`config.mk`:
```
export PLATFORM = sky130hd
export DESIGN_NAME = spi_master_ctrl
export DESIGN_NICKNAME = d
export VERILOG_FILES = /design/src/rtl/spi_master_ctrl.sv
export SDC_FILE = /design/constraint.sdc
export NUM_CORES = 1
export LEC_CHECK = 0
export BUFFER_PORTS_ARGS = -buffer_cell sky130_fd_sc_hd__clkbuf_2
export CAP_MARGIN = 20
export CORE_ASPECT_RATIO = 0.7
export CORE_MARGIN = 4
export CORE_UTILIZATION = 35
export CTS_CLUSTER_DIAMETER = 120
export DETAILED_ROUTE_END_ITERATION = 6
export GPL_TIMING_DRIVEN = 0
export MAX_ROUTING_LAYER = met4
export SKIP_CTS_REPAIR_TIMING = 1
export SLEW_MARGIN = 10
export SYNTH_ARGS = -nofsm -noshare
export SYNTH_HDL_FRONTEND = slang
export SYNTH_SLANG_ARGS = --single-unit
```
`constraint.sdc`:
```
create_clock -name clk -period 2.3 [get_ports clk]
set_clock_uncertainty 0.05 [all_clocks]
set_input_delay 0.23 -clock clk [delete_from_list [all_inputs] [get_ports clk]]
set_output_delay 0.23 -clock clk [all_outputs]
set_load 0.01 [all_outputs]
```
`src/rtl/spi_master_ctrl.sv`:
```
// -----------------------------------------------------------------------------
// spi_master_ctrl
//
// SPI master for the SPI-RAM slave. It turns one host command into one 10-bit
// frame {cmd_type, cmd_data}, sent MSB first on MOSI with SS_n held low for
// the whole frame. For read-data frames (cmd_type == 2'b11) it keeps SS_n low,
// waits RD_LATENCY cycles, then shifts MEM_WIDTH bits in from MISO and
// presents them on rd_data with a one-cycle rd_valid pulse.
//
// The pins (SS_n, MOSI, rd_valid, rd_data) are registered one stage behind
// the state register. Each edge drives the pins for the state that just
// ended. With the default parameters this gives:
//   - SS_n rises 12 edges after the accept edge for write and rd_addr frames.
//   - SS_n rises 22 edges after the accept edge for read-data frames.
//   - MOSI carries frame bit k during the cycle that begins at edge 2+k.
//   - MISO is sampled at edges 14..21.
//   - rd_valid is high during the cycle that begins at edge 22.
//
// Ports
//   clk        in   system clock, all logic on posedge
//   rst        in   synchronous, active-high reset
//   cmd_valid  in   host command request
//   cmd_ready  out  command can be accepted (IDLE and not in reset)
//   cmd_type   in   00 wr_addr, 01 wr_data, 10 rd_addr, 11 rd_data
//   cmd_data   in   frame payload (shifted out even for rd_data)
//   SS_n       out  slave select, active low
//   MOSI       out  serial data to slave, MSB first
//   MISO       in   serial data from slave
//   rd_data    out  last byte captured from MISO
//   rd_valid   out  one-cycle pulse when rd_data updates
//   busy       out  high from acceptance until the return to IDLE
// -----------------------------------------------------------------------------
module spi_master_ctrl #(
    parameter int MEM_WIDTH  = 8,
    parameter int RD_LATENCY = 2,
    parameter int GAP_CYCLES = 1
) (
    input  logic                 clk,
    input  logic                 rst,
    input  logic                 cmd_valid,
    output logic                 cmd_ready,
    input  logic [1:0]           cmd_type,
    input  logic [MEM_WIDTH-1:0] cmd_data,
    output logic                 SS_n,
    output logic                 MOSI,
    input  logic                 MISO,
    output logic [MEM_WIDTH-1:0] rd_data,
    output logic                 rd_valid,
    output logic                 busy
);

    localparam int FW    = MEM_WIDTH + 2;
    localparam int MAX_A = (FW > RD_LATENCY) ? FW : RD_LATENCY;
    localparam int MAX_N = (MAX_A > GAP_CYCLES) ? MAX_A : GAP_CYCLES;
    localparam int CNT_W = $clog2(MAX_N + 1);

    // Terminal counts for each timed state. The counter runs 0..N-1.
    localparam logic [CNT_W-1:0] LAST_OUT  = CNT_W'(FW - 1);
    localparam logic [CNT_W-1:0] LAST_WAIT = CNT_W'((RD_LATENCY > 0) ? RD_LATENCY - 1 : 0);
    localparam logic [CNT_W-1:0] LAST_IN   = CNT_W'(MEM_WIDTH - 1);
    localparam logic [CNT_W-1:0] LAST_GAP  = CNT_W'((GAP_CYCLES > 0) ? GAP_CYCLES - 1 : 0);

    typedef enum logic [2:0] {
        S_IDLE,
        S_SELECT,
        S_SHIFT_OUT,
        S_WAIT_MISO,
        S_SHIFT_IN,
        S_DESELECT
    } state_t;

    state_t               r_state;
    logic [CNT_W-1:0]     r_cnt;
    logic [FW-1:0]        r_frame;
    logic                 r_is_read;
    logic [MEM_WIDTH-1:0] r_shift;
    logic                 r_ss_n;
    logic                 r_mosi;
    logic                 r_rd_valid;
    logic [MEM_WIDTH-1:0] r_rd_data;
    logic                 r_busy;

    // rst gates cmd_ready directly, so a command presented on a reset edge is
    // never accepted.
    assign cmd_ready = (r_state == S_IDLE) && !rst;
    assign SS_n      = r_ss_n;
    assign MOSI      = r_mosi;
    assign rd_data   = r_rd_data;
    assign rd_valid  = r_rd_valid;
    assign busy      = r_busy;

    // NOTE: all state and pin registers use non-blocking assignments, so every
    // right-hand side below sees the values from before this edge.
    always_ff @(posedge clk) begin
        if (rst) begin
            r_state    <= S_IDLE;
            r_cnt      <= '0;
            r_frame    <= '0;
            r_is_read  <= 1'b0;
            r_shift    <= '0;
            r_ss_n     <= 1'b1;
            r_mosi     <= 1'b0;
            r_rd_valid <= 1'b0;
            r_rd_data  <= '0;
            r_busy     <= 1'b0;
        end else begin
            // NOTE: the pin defaults are assigned first. Each state then
            // overrides only what it drives, so rd_valid cannot stick high.
            r_ss_n     <= 1'b0;
            r_mosi     <= 1'b0;
            r_rd_valid <= 1'b0;

            case (r_state)
                S_IDLE: begin
                    r_ss_n <= 1'b1;
                    // In IDLE outside reset, cmd_ready is high, so cmd_valid
                    // alone means acceptance.
                    if (cmd_valid) begin
                        r_frame   <= {cmd_type, cmd_data};
                        r_is_read <= (cmd_type == 2'b11);
                        r_busy    <= 1'b1;
                        r_state   <= S_SELECT;
                    end
                end

                S_SELECT: begin
                    r_cnt   <= '0;
                    r_state <= S_SHIFT_OUT;
                end

                S_SHIFT_OUT: begin
                    r_mosi  <= r_frame[FW-1];
                    r_frame <= {r_frame[FW-2:0], 1'b0};
                    if (r_cnt == LAST_OUT) begin
                        r_cnt <= '0;
                        if (!r_is_read) begin
                            r_state <= S_DESELECT;
                        end else if (RD_LATENCY == 0) begin
                            r_state <= S_SHIFT_IN;
                        end else begin
                            r_state <= S_WAIT_MISO;
                        end
                    end else begin
                        r_cnt <= r_cnt + CNT_W'(1);
                    end
                end

                S_WAIT_MISO: begin
                    if (r_cnt == LAST_WAIT) begin
                        r_cnt   <= '0;
                        r_state <= S_SHIFT_IN;
                    end else begin
                        r_cnt <= r_cnt + CNT_W'(1);
                    end
                end

                S_SHIFT_IN: begin
                    r_shift <= {r_shift[MEM_WIDTH-2:0], MISO};
                    if (r_cnt == LAST_IN) begin
                        r_cnt   <= '0;
                        r_state <= S_DESELECT;
                    end else begin
                        r_cnt <= r_cnt + CNT_W'(1);
                    end
                end

                S_DESELECT: begin
                    r_ss_n <= 1'b1;
                    // The shift register was completed on the previous edge.
                    // Publish it once, on the first gap cycle only.
                    if (r_is_read && r_cnt == '0) begin
                        r_rd_valid <= 1'b1;
                        r_rd_data  <= r_shift;
                    end
                    if (r_cnt == LAST_GAP) begin
                        r_cnt   <= '0;
                        r_busy  <= 1'b0;
                        r_state <= S_IDLE;
                    end else begin
                        r_cnt <= r_cnt + CNT_W'(1);
                    end
                end

                default: begin
                    r_cnt   <= '0;
                    r_busy  <= 1'b0;
                    r_state <= S_IDLE;
                end
            endcase
        end
    end

endmodule

```
# Word level (Yosys, flattened, before mapping)

Cells that the tools add are included.

Word-level logic and storage cells: 62
Register bits: 38
Memory bits (read-only): 0
Memories: 0
Memory bits (writable): 0
Input port bits: 14
Latch bits: 0
Output and inout bits: 13

Shift operators: 0
Divide/modulo/power cells: 0
Add/sub/neg operators: 1
Reduce and logical (&&, ||, !) cells: 15
Equality and inequality tests: 14
Multipliers: 0
Bitwise gates (word level): 3
Multiplexer cells: 19
Magnitude comparators: 0

Operators by type and width:

| kind                                                                  | count |
|---|---|
| 10-bit one-hot mux with 2 select lines                                | 1 |
| 4-bit one-hot mux with 5 select lines                                 | 1 |
| 3-bit two-way mux                                                     | 6 |
| 3-bit one-hot mux with 6 select lines                                 | 1 |
| 4-bit two-way mux                                                     | 4 |
| 10-bit two-way mux                                                    | 1 |
| 2-bit != test, second input constant                                  | 5 |
| 3-bit by 2-bit equality test with 1-bit output, second input constant | 2 |
| 3-bit equality test, second input constant                            | 2 |
| 2-bit AND reduction                                                   | 3 |
| 2-bit OR reduction                                                    | 3 |
| 5-bit AND reduction                                                   | 1 |
| 4-bit by 1-bit adder with 4-bit output, second input constant         | 1 |
| 4-bit by 1-bit equality test with 1-bit output, second input constant | 1 |
| 4-bit by 3-bit equality test with 1-bit output, second input constant | 1 |
| 4-bit equality test, second input constant                            | 1 |
| 4-bit logical NOT                                                     | 1 |
| 1-bit two-way mux                                                     | 4 |
| 4-bit OR reduction                                                    | 1 |
| 3-bit by 1-bit equality test with 1-bit output, second input constant | 1 |
| 3-bit logical NOT                                                     | 1 |
| 1-bit inverter                                                        | 3 |
| 1-bit one-hot mux with 3 select lines                                 | 1 |
| 3-bit AND reduction                                                   | 1 |
| 4 further kinds                                                       | 5 |

# Longest topological paths before layout

Depth in word-level cells: 4
Mapped depth: 7
Gate-level depth less buffers: 6

# Worst setup path before layout

No wires, ideal clock.

Kind: register -> register
Start: reg r_cnt[0]
End: reg r_state[0]
Required time: 2,180 ps
Path slack: 699 ps
Buffers on the path: 0
Setup time: 70 ps
Arrival time: 1,481 ps
Clock period less this slack: 1,601 ps
Cell stages (with the launch flop): 6
Path through: dfxtp_1 ha_1 nor4bb_1 nor3_1 or4b_1 a21oi_1

Word-level cells in the longest chain between the ends: 3
Elaborated cells between the ends (all ways): 9
Classes of those cells: 7 x eq/ne; 2 x reduce/logical

Ends and longest elaborated chain:

| what                                                                         | line | text |
|---|---|---|
| start: declaration                                                           | 73   | `logic [CNT_W-1:0] r_cnt;` |
| start signal: assignment                                                     | 144  | `r_cnt <= r_cnt + CNT_W'(1);` |
| start signal: assignment                                                     | 153  | `r_cnt <= r_cnt + CNT_W'(1);` |
| start signal: assignment                                                     | 163  | `r_cnt <= r_cnt + CNT_W'(1);` |
| 4-bit by 3-bit equality test with 1-bit output, or another cell as far along | 159  | `if (r_cnt == LAST_IN) begin` |
| 2-bit != test (no line)                                                      | --   |  |
| 5-bit AND reduction (no line) *                                              | --   |  |
| end signal: assignment                                                       | 151  | `r_state <= S_SHIFT_IN;` |
| end signal: assignment                                                       | 161  | `r_state <= S_DESELECT;` |
| end signal: assignment                                                       | 178  | `r_state <= S_IDLE;` |
| end: declaration                                                             | 72   | `state_t r_state;` |

Mark *: on every way between the ends. The rest lies on a longest branch, timed or not.
A chain may end at the register's enable or synchronous reset.

# Worst setup path in the final report

Start: reg r_state[1]
End: out cmd_ready

Word-level cells in the longest chain between the ends: 2

Ends and longest elaborated chain:

| what                     | line | text |
|---|---|---|
| start signal: assignment | 96   | `r_state <= S_IDLE;` |
| start signal: assignment | 122  | `r_state <= S_SELECT;` |
| start signal: assignment | 128  | `r_state <= S_SHIFT_OUT;` |
| 3-bit logical NOT        | 85   | `assign cmd_ready = (r_state == S_IDLE) && !rst;` |
| 1-bit logical AND        | 85   |  |
| end: declaration         | 41   | `output logic cmd_ready,` |

Every way passes these cells.

==> key figures <==
Run status
  – Status: finished clean

Yosys
  – Mapped cell area: about 1700 um^2
  – Cell count after synthesis: 188
  – Post-synth top area cell: dfxtp_1
  – Synth Area in XOR/XNOR: 0.0149
  – Post-synthesis adder-cell area fraction: 0.0297
  – Top FF cell, synth: dfxtp_1
  – Syn. warnings: 0
  – Synth cell types: 39
  – Compound-gate portion of the synthesized area: 0.152
  – Combinational family with the most area after synthesis: simple AND/OR/NAND/NOR gates
  – Post-synthesis mux area share: 0.101
  – Sequential share of the synthesized area: 0.452
  – Synth area leaders: dfxtp_1 45%, mux2i_1 10%, nand2_1 5.1%
  – Synth Area in Simple Gates: 0.200
  – Post-synthesis register bit count: 38
  – Syn_area_per_cell: 8.95 um^2
  – Post-Syn Nets: just over 200
  – Number of synthesized flops with an enable pin: 0
  – Yosys top cell area share: 0.452
  – Async SR Flop Fraction: 0

Clocking
  – Root buf cell: clkbuf_8
  – TritonCTS clock tree: built
  – Num CTS Buffers: 5
  – CTS HTree Levels: 2
  – Clock Path Buffers: 2
  – CTS clk-pin slew, worst paths: 0.07 ns
  – Latest clock arrival within the worst-skew pair: 0.28 ns
  – Clock Sinks: 38

Place
  – DP HPWL: 2.44 mm
  – IO buf count: 25
  – Placer congestion estimate: just under 0.8
  – Cell Count Post-Placement: 268
  – Cell Area, Placed: ~1900 um^2

Final layout
  – Post-route insts no fill: 276
  – Layout cells sized above 1: 0.199
  – Area growth, synth to finish: 17.0%
  – Nets: 238
  – Final instance area: 1970 um^2
  – Antenna Cells: 0

Pwr
  – Pwr per Cell Area: ~1100 nW/um^2
  – Leakage power: 0.760 nW
  – Max VDD drop: roughly 550 uV

Timing
  – Max-Slew Margin vs Limit: 0.433
  – Final setup vio count: 0
  – Unrepaired setup endpoints after global routing: no
  – Worst Tran Pin Value: 0.844 ns
  – Min Clock Period, post-route: 2.04 ns
  – Fmax: roughly 0.49 GHz
  – Max-slew violation count: 0
  – TNS Setup: 0 ns
  – Final hold vios: 0
  – Tcrit/Tclk final: 0.886

Floorplanning
  – IO Count: 27
  – Std-Cell Rows: 20
  – Die Y: between 60 and 70 um
  – Core area: 4480 um^2
  – Starting Density: 0.376
  – Die W: 90.9 um
  – Die area: between 5000 and 6000 um^2

Detailed routing
  – Routed Antenna Nets: 0
  – Via density: 4.86
  – DRT Pass-1 Iters: 4
  – Average wire per standard cell: around 12 um
  – Total via count in the routed design: 1341
  – Post-route DRC: 0
  – Initial DRC Count: 49
  – Final WL: 3.44 mm

Critical path
  – Crit path max fanout: 10
  – CP endpoint kind: output port
  – CP required: 2.02 ns
  – Critical path class: reg2out
  – Critical Path Start Type: register
  – Critical Path AT: 1.76 ns

Hold path
  – Min-Delay Path Class: in2reg

Global route
  – First-pass GRT wire length: 5.91 mm
  – Tot GR Track Use: 0.129
  – Largest net degree at the start of global routing: 12
  – Vias in the first global route: 1270
  – Initial antenna violation count: 0
  – Overflow after GRT: 0

Job
  – Max Cap Violations: 0
[flip-flops by register name (all words and copies together), names as in the netlist, 3 cells and up]
register	cells
rd_data	8
r_shift	8
r_frame	10
r_cnt	4
r_state	3
[final cells by class]
class / count / area [um^2]
fill: 454 / 2510
multi-input combinational: 131 / 837
sequential: 38 / 761
timing repair buffer: 25 / 125
clock buffer: 7 / 86.3
tap: 55 / 68.8
buffer: 12 / 58.8
inverter: 7 / 26.3
clock inverter: 1 / 5.00
[report_power, final]
part / switching, mW / internal (mW)
Sequential: 0.0889 / 0.791
Clock: 0.226 / 0.242
Combinational: 0.519 / 0.361
Total: 0.834 / 1.39
[worst max-delay path: stages, from the launching register on]
cell and delay (ns):
dfxtp_1 0.37, clkbuf_1 0.23, nor4_1 0.63, clkbuf_2 0.25
[routing by layer]
metal  share of wire  up-vias  global-route usage  wire length [um]
met5               0        -                   -                 0
li1                -      719                   -                 -
met4          0.0073        0              0.0451                25
met3           0.054        2              0.0353               187
met1            0.55      586               0.183              1910
met2            0.38       34               0.173              1320
[per-stage QoR]
stage	util	worst slack, ns	hold WS [ns]	power (mW)
6_report	0.439	0.263	0.128	2.23
2_1_floorplan	-	0.699	0.316	1.57
5_1_grt	0.439	0.0912	0.117	2.43
4_1_cts	0.439	0.233	0.118	2.25
3_5_place_dp	0.419	0.405	0.409	1.77
3_3_place_gp	0.419	0.437	0.395	1.77
[Yosys cell counts (all sizes together) (2+ instances only)]
cell type and instances:
nor3 5, nand2 23, o211ai 2, nand3 2, ha 4, a21oi 16
mux2i 17, nor3b 2, a21o 2, nand3b 2, dfxtp 38, xor2 2
nand2b 2, clkbuf 5, nor2 22, o21ai 6, a211oi 9, buf 7
inv 7
[worst paths after layout]
check,slack [ns],depth (start not counted),to,from
max,0.26,3,cmd_ready,r_state[1]
min,0.13,3,r_shift[0],MISO
max reg2reg,0.36,6,r_cnt[3],r_cnt[0]
min reg2reg,0.42,2,r_shift[6],r_shift[5]
[kinds of logic (layout without fill, tap and decap cells)]
logic type	count (synthesis)	in the layout
adder cells (fa/ha/maj)	4	4
buffers and inverters	19	52
multiplexers	17	17
AO/OA/AOI/OAI	40	40
AND/OR/NAND/NOR	68	68
flip-flops	38	38
XOR/XNOR	2	2
[cell usage in the layout (no fill, tap or decap), types with 2 or more instances in the layout]
cell	netlist	final
clkbuf_8	0	6
inv_1	7	7
o211ai_1	2	2
nor3b_1	2	2
o21ai_0	5	5
clkbuf_2	0	25
a211oi_1	9	9
a21o_1	2	2
nand3b_1	2	2
mux2i_1	17	17
a21oi_1	16	16
nand2_1	23	23
nor3_1	4	4
nand3_1	2	2
dfxtp_1	38	38
ha_1	4	4
nor2_1	22	22
nand2b_1	2	2
buf_2	5	5
clkbuf_1	5	6
Note: power is estimated with default switching activity, not from simulation.
